$ cat config.mk
export PLATFORM = sky130hd
export DESIGN_NAME = mem_arbiter
export DESIGN_NICKNAME = d
export VERILOG_FILES = /design/src/rtl/mem_arb_types.sv /design/src/rtl/arb_pick.sv /design/src/rtl/mem_arbiter.sv
export SDC_FILE = /design/constraint.sdc
export NUM_CORES = 1
export LEC_CHECK = 0
export CAP_MARGIN = 30
export CORE_ASPECT_RATIO = 0.8
export CORE_UTILIZATION = 30
export DETAILED_ROUTE_END_ITERATION = 16
export DONT_BUFFER_PORTS = 1
export PLACE_DENSITY = 0.53
export SKIP_LAST_GASP = 1
export SLEW_MARGIN = 20
export SYNTH_ARGS = -nofsm -noshare
export SYNTH_HDL_FRONTEND = slang
export SYNTH_SLANG_ARGS = --single-unit
$ cat constraint.sdc
create_clock -name clk -period 2.29 [get_ports clk]
set_input_delay 0.5725 -clock clk [delete_from_list [all_inputs] [get_ports clk]]
set_output_delay 0.5725 -clock clk [all_outputs]
set_load 0.05 [all_outputs]
$ cat src/rtl/mem_arb_types.sv
// Shared types for the memory arbiter: FSM state encoding, arbitration
// mode constants and a small width helper used by the arbiter modules.
package mem_arb_types;

    typedef enum logic {
        IDLE = 1'b0,
        BUSY = 1'b1
    } arb_state_t;

    localparam logic ARB_RR    = 1'b0;
    localparam logic ARB_FIXED = 1'b1;

    // Width of a channel index; never narrower than one bit.
    function automatic int idx_w(input int n);
        return (n > 1) ? $clog2(n) : 1;
    endfunction

endpackage

$ cat src/rtl/arb_pick.sv
// Combinational grant selection. In round-robin mode the winner is the first
// requester strictly after last_grant, scanning upward modulo NUM_CH. In
// fixed mode the lowest requesting index wins and last_grant is ignored.
module arb_pick
    import mem_arb_types::*;
#(
    parameter int NUM_CH = 2,
    parameter int IDX_W  = idx_w(NUM_CH)
) (
    input  logic [NUM_CH-1:0] req,
    input  logic [IDX_W-1:0]  last_grant,
    input  logic              mode,
    output logic [IDX_W-1:0]  grant,
    output logic              valid
);

    logic [IDX_W-1:0] cand;

    // Scan from the farthest candidate back to the nearest so the nearest
    // requester is the last assignment and therefore wins.
    always_comb begin
        grant = '0;
        valid = 1'b0;
        cand  = '0;
        if (mode == ARB_FIXED) begin
            for (int i = NUM_CH - 1; i >= 0; i--) begin
                cand = IDX_W'(i);
                if (req[cand]) begin
                    grant = cand;
                    valid = 1'b1;
                end
            end
        end else begin
            for (int k = NUM_CH; k >= 1; k--) begin
                cand = IDX_W'((int'(last_grant) + k) % NUM_CH);
                if (req[cand]) begin
                    grant = cand;
                    valid = 1'b1;
                end
            end
        end
    end

endmodule

$ cat src/rtl/mem_arbiter.sv
// N-to-1 memory arbiter. One transaction is in flight at a time: a grant is
// made in IDLE, the winner's request is captured in a latch, and BUSY drives
// the downstream port purely from that latch until mem_resp completes it.
//
// Handshake: a requester raises ch_read and/or ch_write (level) and holds it
// until it sees its one-cycle ch_resp pulse; the arbiter holds mem_read or
// mem_write high, unchanged, until the memory answers with a one-cycle
// mem_resp. ch_rdata is meaningful only in the ch_resp cycle.
module mem_arbiter
    import mem_arb_types::*;
#(
    parameter int NUM_CH   = 2,
    parameter int ADDR_W   = 32,
    parameter int DATA_W   = 32,
    parameter int ARB_MODE = 0
) (
    input  logic                                clk,
    input  logic                                rst,
    input  logic [NUM_CH-1:0]                   ch_read,
    input  logic [NUM_CH-1:0]                   ch_write,
    input  logic [NUM_CH-1:0][DATA_W/8-1:0]     ch_byte_enable,
    input  logic [NUM_CH-1:0][ADDR_W-1:0]       ch_address,
    input  logic [NUM_CH-1:0][DATA_W-1:0]       ch_wdata,
    output logic [NUM_CH-1:0]                   ch_resp,
    output logic [DATA_W-1:0]                   ch_rdata,
    output logic                                mem_read,
    output logic                                mem_write,
    output logic [DATA_W/8-1:0]                 mem_byte_enable,
    output logic [ADDR_W-1:0]                   mem_address,
    output logic [DATA_W-1:0]                   mem_wdata,
    input  logic                                mem_resp,
    input  logic [DATA_W-1:0]                   mem_rdata,
    output arb_state_t                          dbg_state
);

    localparam int   BE_W      = DATA_W / 8;
    localparam int   IDX_W     = idx_w(NUM_CH);
    localparam logic PICK_MODE = (ARB_MODE == 1) ? ARB_FIXED : ARB_RR;

    arb_state_t        state;
    arb_state_t        state_next;

    logic [NUM_CH-1:0] req;
    logic [IDX_W-1:0]  pick_grant;
    logic              pick_valid;
    logic [IDX_W-1:0]  last_grant;

    logic [IDX_W-1:0]  lat_grant;
    logic [ADDR_W-1:0] lat_address;
    logic [DATA_W-1:0] lat_wdata;
    logic [BE_W-1:0]   lat_byte_enable;
    logic              lat_write;

    assign req       = ch_read | ch_write;
    assign dbg_state = state;

    arb_pick #(
        .NUM_CH (NUM_CH),
        .IDX_W  (IDX_W)
    ) u_pick (
        .req        (req),
        .last_grant (last_grant),
        .mode       (PICK_MODE),
        .grant      (pick_grant),
        .valid      (pick_valid)
    );

    // State register; reset abandons any in-flight transaction.
    always_ff @(posedge clk) begin
        if (rst) begin
            state <= IDLE;
        end else begin
            state <= state_next;
        end
    end

    // Next state: leave IDLE on any request, leave BUSY on mem_resp.
    always_comb begin
        state_next = state;
        case (state)
            IDLE:    if (pick_valid) state_next = BUSY;
            BUSY:    if (mem_resp)   state_next = IDLE;
            default: state_next = IDLE;
        endcase
    end

    // Request latch and round-robin pointer, loaded on the IDLE->BUSY edge.
    // A simultaneous read and write on one channel is forwarded as a write.
    always_ff @(posedge clk) begin
        if (rst) begin
            last_grant      <= IDX_W'(NUM_CH - 1);
            lat_grant       <= '0;
            lat_address     <= '0;
            lat_wdata       <= '0;
            lat_byte_enable <= '0;
            lat_write       <= 1'b0;
        end else if (state == IDLE && pick_valid) begin
            lat_grant       <= pick_grant;
            lat_address     <= ch_address[pick_grant];
            lat_wdata       <= ch_wdata[pick_grant];
            lat_byte_enable <= ch_byte_enable[pick_grant];
            lat_write       <= ch_write[pick_grant];
            if (PICK_MODE == ARB_RR) begin
                last_grant <= pick_grant;
            end
        end
    end

    // Downstream and requester-side outputs; address and wdata simply show
    // the latch, strobes and byte mask are qualified by BUSY.
    always_comb begin
        mem_read        = 1'b0;
        mem_write       = 1'b0;
        mem_byte_enable = '0;
        mem_address     = lat_address;
        mem_wdata       = lat_wdata;
        ch_resp         = '0;
        ch_rdata        = '0;
        if (state == BUSY) begin
            mem_read        = ~lat_write;
            mem_write       = lat_write;
            mem_byte_enable = lat_byte_enable;
            if (mem_resp) begin
                ch_resp[lat_grant] = 1'b1;
                ch_rdata           = mem_rdata;
            end
        end
    end

endmodule

Yosys cells after proc, flatten, opt, wreduce, memory -nomap -nowiden
Cells that the tools add are included.

Multiply operators: 0. Div/mod/pow operators: 0. Magnitude comparators: 5. Bitwise logic cells: 3. Shifts and indexed selects: 0. Equality and inequality tests: 0. Reductions and logical operators: 2. Muxes and demuxes: 28. $add $sub $neg: 2.

Operators with widths (count): 32-bit two-way mux (6); 1-bit two-way mux (15); 4-bit two-way mux (3); 1-bit by 2-bit less-than comparator with 1-bit output (second input constant) (4); 2-bit two-way mux (2); 1-bit adder (second input constant) (2); 1-bit logical AND (2); 1-bit NOT (2); 2-bit OR (1); 1-bit one-hot mux with 2 select lines (1); 1-bit demux with 1-bit select (1); 1-bit greater-or-equal comparator (second input constant) (1).

Register bits: 72. Logic and storage cells: 47. Input port bits: 175. Memory bits (writable): 0. Memory bits (read-only): 0. Memories kept: 0. Output and inout port bits: 105. Bits in latches: 0.

Logic depth before layout (Yosys ltp)
Gate-level depths: netlist of the first run.

Word-level depth: 7. Gate-level depth with buffers: 7. Gate-level depth less buffers: 3.

Modules after synthesis
From an unflattened synthesis of the first run, not the netlist that was laid out.

Cell total of the unflattened synthesis: 373. Area, all modules: 3679.8 um^2.

By module, submodules not included: mem_arbiter (seq. area each 1441.4 um^2, cells an instance 370, instances 1, area an instance 3662.3 um^2); arb_pick (seq. area each 0.0 um^2, cells an instance 3, instances 1, area an instance 17.5 um^2).

Worst setup path after synthesis of the first run
OpenSTA, ideal clock, no wires.

Path type: reg-to-output. Start point: reg state (netlist: dbg_state). End point: out mem_read. Path slack: -158 ps. Arrival: 1876 ps. Buffers on the path: 2. Required time: 1717 ps. Cell stages (with the launch flop): 5. Cell sequence: dfxtp_1 -> clkbuf_1 -> inv_2 -> clkbuf_1 -> nor2_1.

Longest elaborated chain between the ends: 1.

Ends and longest elaborated chain: start, declared (line mem_arbiter.sv:40) `arb_state_t state;`; start signal, assigned (line mem_arbiter.sv:73) `state <= state_next;`; 1-bit two-way mux (line mem_arbiter.sv:119) `if (state == BUSY) begin`; end, declared (line mem_arbiter.sv:26) `output logic mem_read,`.

No other way between the ends.

Final worst setup path of the first run
Start point: reg state (netlist: dbg_state). End point: out ch_rdata[12].

Longest elaborated chain between the ends: 1.

Ends and longest elaborated chain: 32-bit two-way mux (line mem_arbiter.sv:119); end, declared (line mem_arbiter.sv:25) `output logic [DATA_W-1:0] ch_rdata,`.

No other way between the ends.

==> results of run 1 <==
==> power by group through the flow <==
stage	logic [W]	registers, W	clock network, W
floorplan	0.000561	0.00189	0
global placement	0.000688	0.00193	0
detailed placement	0.000706	0.00192	0
CTS	0.000706	0.00190	0.00156
global route	0.000765	0.00191	0.00162
finish	0.000703	0.00189	0.00151
==> stage by stage <==
step / cells / utilization / hold slack, ps
detailed placement: 626 / 0.345 / 507
CTS: 641 / 0.371 / 296
finish: 641 / 0.371 / 313
floorplan: 472 / - / 489
global route: 641 / 0.371 / 291
global placement: 626 / 0.345 / 498
==> worst max-delay path by stage <==
stage	endpoint	slack, ps	from
finish	ch_rdata[12]	240	dbg_state
global route	ch_rdata[12]	160	dbg_state
CTS	ch_rdata[12]	230	dbg_state
detailed placement	mem_address[19]	180	ch_write[0]
global placement	lat_grant	160	ch_write[0]
floorplan	mem_read	60	dbg_state
==> layout make-up <==
| type | instances | area (um^2) | share of cell area |
|---|---|---|---|
| multi-input cells | 331 | 2180 | 0.474 |
| well taps | 171 | 214 | 0.0466 |
| repair buffers | 51 | 433 | 0.0943 |
| flip-flops and latches | 72 | 1440 | 0.314 |
| inverters | 1 | 3.75 | 0.000817 |
| clock buffers | 10 | 239 | 0.0520 |
| clock inverters | 5 | 81.3 | 0.0177 |
==> kinds of logic (layout without fill, tap and decap cells) <==
group | count (synthesis) | after routing | share of synthesized area
AOI/OAI and AO/OA | 214 | 214 | 0.349
and+or+nand+nor | 117 | 117 | 0.206
DFF | 72 | 72 | 0.372
buffers and inverters | 69 | 67 | 0.0724
==> cell usage after synthesis (2+ instances only) <==
master    instances
o21ai_0          69
clkbuf_1         60
nand3b_1         68
and2_1            6
buf_2             4
dfxtp_1          72
a21boi_0          2
buf_6             2
a21oi_1          68
nand2_1           2
and3_1           33
a311oi_1         68
nor2_1            5
==> registers in the layout, summed over array words and instances (netlist names) <==
name	cells
dbg_state	1
lat_byte_enable	4
mem_wdata	32
lat_write	1
last_grant	1
mem_address	32
lat_grant	1
==> worst max-delay path, delay by kind of cell, from the launching register on <==
kind          cells  cell delay (ps)
buf+inv           2              460
simple gates      1              180
flops             1              510
==> metal layers <==
| metal | share of wire | track usage | vias up | wire [um] |
|---|---|---|---|---|
| met1 | 0.41 | 0.204 | 1842 | 5120 |
| met3 | 0.10 | 0.0579 | 9 | 1250 |
| met4 | 0.0092 | 0.0555 | 0 | 116 |
| met2 | 0.48 | 0.295 | 221 | 6060 |
| li1 | - | - | 1807 | - |
| met5 | 0 | 0 | - | 0 |
==> out/results.ini, run 1 <==
[status]
status=complete, no violations

[clock_tree]
cts_resized=0
ctsHoldBuffers=0
numCtsBuffers=9
cts_tree=yes
clk_latency_ps=330
clock_sinks=72
clk_path_buf_depth=2
clockRootBuffer=clkbuf_16
clk_pin_slew_worst_paths_ps=60
cts_max_level=3
postCtsSetupBuffers=0

[power]
seqPwrFrac=0.462
power_density_nw_per_um2=894
clockPowerShare=0.367
swShare=0.361
ir_drop_v=0.000366
p_sw_w=0.00148
finalPower_w=0.00410
comb_power_share=0.171
intPower_w=0.00262
p_leak_nw=1.67

[critical_path]
cp.arrival_ps=1480
r2r_cells=4
cp-end-kind=primary output
critical_path_class=flop to primary output
cp_common_cell=buf_4
slowest_stage=dfxtp_2
crit_fanout=21
path_cells=buf_4, and3_1, buf_4
rr_startpoint=last_grant
cp-start-kind=flop
required_ps=1720
regToRegSetupSlack_ps=530
slowest_delay_ps=510
worst_r2r_endpoint=mem_address[8]

[min_path]
hold_path.startpoint=rst
hold_path_class=primary input to flop
holdPathEnd=mem_wdata[31]
min_path_cells=1

[die]
rows=36
initial_core_util=0.313
die_y_um=104
core_um2=12400
die_x_um=129
die_area_um2=13400
ios=280

[routing]
vias=3879
drtIter0Drc=220
ant_nets=0
wl_um=12500
drc=0
wl_per_cell_um=19.6
vias_per_cell=6.05
first_pass_iters=4

[timing]
fmax_ghz=0.488
finalClockSkew_ps=6.51
worst_slack_ps=241
worst_pin_slew_ps=771
setup_tns_ps=0
slew_headroom=0.486
rsz0062_at_grt=no
period_share=0.895
slew_viol_final=0
period_minus_slack_ps=2050
setup_violations=0
hold_viol_final=0

[logic_synthesis]
synthFlopType=dfxtp_1
synthCells=472
syn_area_per_cell_um2=8.20
synthArstFlopShare=0
synth_seq_cells=72
yosysTopAreaCellShare=0.372
synth_top_area_cell=dfxtp_1
ys_top_cells_by_area=dfxtp_1 (37%), a311oi_1 (15%), nand3b_1 (13%), o21ai_0 (8.9%), a21oi_1 (8.8%)
synth_nets=647
yosysSeqAreaShare=0.372
synthDistinctLibCells=26
syn_area_um2=3870
yosys_warnings=0
synth_edf_count=0

[placed_design]
place_ws_ps=178
place_congestion=0.726
io_buffers=0
hpwlAfterDp_um=8230
place_area_um2=4270

[global_route]
antenna_found_initial=0
grt.total_usage=0.174
grt_first_pass_wirelength_um=18500
grt_max_degree=138
grt-ovfl-total=0
grt_pass1_vias=3431

[cells_and_area]
drive_gt1_frac=0.162
fillers=1275
layout_common_cells=dfxtp_1 (71), o21ai_0 (69), nand3b_1 (68), a21oi_1 (68), a311oi_1 (68)
finish.instance_area_um2=4590
num-nets-final=641
layout_commonest_cell=dfxtp_1
synthToLayoutAreaGrowth_pct=18.6
antenna_cells=0

[run]
cap_violations=0

(Power assumes the default switching activity.)
==> inputs of run 2 (changes only) <==
--- a/config.mk
+++ b/config.mk
@@ -5,6 +5,7 @@
 export SDC_FILE = /design/constraint.sdc
 export NUM_CORES = 1
 export LEC_CHECK = 0
+export ABC_AREA = 1
 export CAP_MARGIN = 30
 export CORE_ASPECT_RATIO = 0.8
 export CORE_UTILIZATION = 30
==> run 2 against run 1 <==
  * Sequential power hardly changed
  * Routed wire length is 4.9% lower
  * Non-clock buffer count down 3
  * Sequential share of layout area is 1.3 points lower
  * Synthesized cell count grew 49%
  * Clock power shrank 13%
  * Final area up 4.2%
  * Worst hold slack better by 81 ps
  * Combinational power up 11%
  * Area after synthesis increased by 6.4%
  * Core utilization is 0.67 points lower
==> out/results.ini, run 2 <==
[logic_synthesis]
yosysTopAreaCellShare=0.350  ; was 0.372
synthFlopType=dfxtp_1  ; unchanged
synth_nets=876  ; was 647
synthDistinctLibCells=15  ; was 26
synth_top_area_cell=dfxtp_1  ; unchanged
syn_area_per_cell_um2=5.88  ; was 8.20 um^2
yosys_warnings=0  ; unchanged
synthTopCellsByCount=inv_1 (180), nand2_1 (149), nand3_1 (138)  ; was dfxtp_1 (72), o21ai_0 (69), a21oi_1 (68), a311oi_1 (68), nand3b_1 (68)
synthCells=701  ; was 472
syn_area_um2=4120  ; was 3870 um^2
synthArstFlopShare=0  ; unchanged
yosysSeqAreaShare=0.350  ; was 0.372
synth_edf_count=0  ; unchanged
synth_seq_cells=72  ; unchanged
yosysMostFrequentCell=inv_1  ; was dfxtp_1
ys_top_cells_by_area=dfxtp_1 (35%), nand3_1 (17%), inv_1 (16%), nand2_1 (14%), a21oi_1 (8.5%)  ; was dfxtp_1 (37%), a311oi_1 (15%), nand3b_1 (13%), o21ai_0 (8.9%), a21oi_1 (8.8%)

[power]
p_sw_w=0.00156  ; was 0.00148 W
clockPowerShare=0.330  ; was 0.367
swShare=0.390  ; was 0.361
ir_drop_v=0.000305  ; was 0.000366 V
intPower_w=0.00244  ; was 0.00262 W
seqPwrFrac=0.474  ; was 0.462
power_density_nw_per_um2=835  ; was 894 nW/um^2
comb_power_share=0.196  ; was 0.171
p_leak_nw=2.78  ; was 1.67 nW

[die]
rows=37  ; was 36
initial_core_util=0.313  ; about the same
die_y_um=107  ; was 104 um
ios=280  ; unchanged
core_um2=13100  ; was 12400 um^2
die_area_um2=14200  ; was 13400 um^2
die_x_um=133  ; was 129 um

[placed_design]
place_area_um2=4500  ; was 4270 um^2
post-place-cells=877  ; was 626
io_buffers=0  ; unchanged
hpwlAfterDp_um=8750  ; was 8230 um
place_congestion=0.797  ; was 0.726
place_ws_ps=486  ; was 178 ps

[timing]
hold_viol_final=0  ; unchanged
slew_viol_final=0  ; unchanged
whs_ps=395  ; was 313 ps
setup_violations=0  ; unchanged
worst_pin_slew_ps=566  ; was 771 ps
period_share=0.880  ; was 0.895
fmax_ghz=0.496  ; was 0.488 GHz
period_minus_slack_ps=2020  ; was 2050 ps
finalClockSkew_ps=7.05  ; was 6.51 ps
rsz0062_at_grt=no  ; unchanged
worst_slack_ps=275  ; was 241 ps
slew_headroom=0.622  ; was 0.486
setup_tns_ps=0  ; unchanged

[global_route]
grt_max_degree=71  ; was 138
grt.total_usage=0.165  ; was 0.174
grt_first_pass_wirelength_um=18400  ; was 18500 um
grt-ovfl-total=0  ; unchanged
antenna_found_initial=0  ; unchanged
grt_pass1_vias=3727  ; was 3431

[clock_tree]
cts_max_level=3  ; unchanged
cts_tree=yes  ; unchanged
clock_sinks=72  ; unchanged
postCtsSetupBuffers=0  ; unchanged
numCtsBuffers=9  ; unchanged
clk_path_buf_depth=2  ; unchanged
clk_pin_slew_worst_paths_ps=60  ; about the same
clockRootBuffer=clkbuf_16  ; unchanged
clk_latency_ps=330  ; about the same

[routing]
drc=0  ; unchanged
vias_per_cell=4.59  ; was 6.05
vias=4098  ; was 3879
wl_per_cell_um=13.4  ; was 19.6 um
drtIter0Drc=204  ; was 220
ant_nets=0  ; unchanged
first_pass_iters=5  ; was 4
wl_um=11900  ; was 12500 um

[cells_and_area]
num-nets-final=888  ; was 641
layout_commonest_cell=inv_1  ; was dfxtp_1
multi_input_area_um2=1780  ; was 2180 um^2
synthToLayoutAreaGrowth_pct=16.1  ; was 18.6%
fillers=1428  ; was 1275
finish.instance_area_um2=4790  ; was 4590 um^2
layout_common_cells=inv_1 (180), nand2_1 (148), nand3_1 (138)  ; was dfxtp_1 (71), o21ai_0 (69), nand3b_1 (68), a21oi_1 (68), a311oi_1 (68)
drive_gt1_frac=0.0961  ; was 0.162
register_area_um2=1440  ; unchanged
antenna_cells=0  ; unchanged
fin_cells=893  ; was 641

[run]
cap_violations=0  ; unchanged

[status]
status=complete, no violations  ; unchanged

[critical_path]
cp-end-kind=primary output  ; unchanged
cp.arrival_ps=1440  ; was 1480 ps
cp-start-kind=flop  ; unchanged
crit_fanout=35  ; was 21
critical_path_class=flop to primary output  ; unchanged
required_ps=1720  ; about the same

[min_path]
hold_path_class=primary input to flop  ; unchanged

==> run 2: kinds of logic (layout without fill, tap and decap cells) <==
kind of cell | after synthesis | count (layout) | synth area share
AO/OA/AOI/OAI | 72 | 72 | 0.0890
buffers and inverters | 229 | 246 | 0.220
AND/OR/NAND/NOR | 328 | 328 | 0.341
flip-flops | 72 | 72 | 0.350
==> run 2: layout make-up <==
type / count / area share
clock buffers: 12 / 0.0536
clock inverters: 4 / 0.00601
inverters: 182 / 0.143
multi-input cells: 400 / 0.373
flip-flops and latches: 72 / 0.301
well taps: 175 / 0.0458
repair buffers: 48 / 0.0779
==> run 2: power by group through the flow <==
stage          sequential, W  clock (W)  combinational, W
6_report             0.00189    0.00132          0.000783
3_5_place_dp         0.00192          0          0.000789
2_1_floorplan        0.00189          0          0.000648
4_1_cts              0.00190    0.00137          0.000793
5_1_grt              0.00191    0.00143          0.000897
3_3_place_gp         0.00192          0          0.000766
==> run 2: timing repair <==
action / CTS / global route
hold buffers: 0 / 0
resized for setup: 0 / 1
endpoints found under the hold margin: 0 / 0
endpoints found under the setup margin: 0 / 2
==> run 2: worst paths after layout <==
check	end	depth (start not counted)	startpoint	slack, ps
hold reg to reg	lat_grant	2	lat_grant	500
setup / recovery	ch_rdata[2]	4	dbg_state	270
hold / removal	mem_address[17]	3	rst	390
setup reg to reg	mem_address[27]	6	dbg_state	840
==> run 2: per-stage QoR <==
step                      power (W)   util
after floorplan             0.00253      -
after global placement      0.00269  0.342
after detailed placement    0.00271  0.342
after CTS                   0.00406  0.364
after global routing        0.00424  0.364
final                       0.00399  0.364
==> run 2: metal layers <==
layer / vias up / part of all wire / global-route usage
met1: 1819 / 0.43 / 0.188
met3: 12 / 0.087 / 0.0591
met2: 146 / 0.47 / 0.286
met4: 0 / 0.012 / 0.0509
met5: - / 0 / 0
li1: 2121 / - / -
==> run 2: worst max-delay path, cell delays in order (launching register included) <==
cell	delay [ps]
dfxtp_2	430
nand2_1	70
buf_4	240
nor2_1	140
buf_4	210
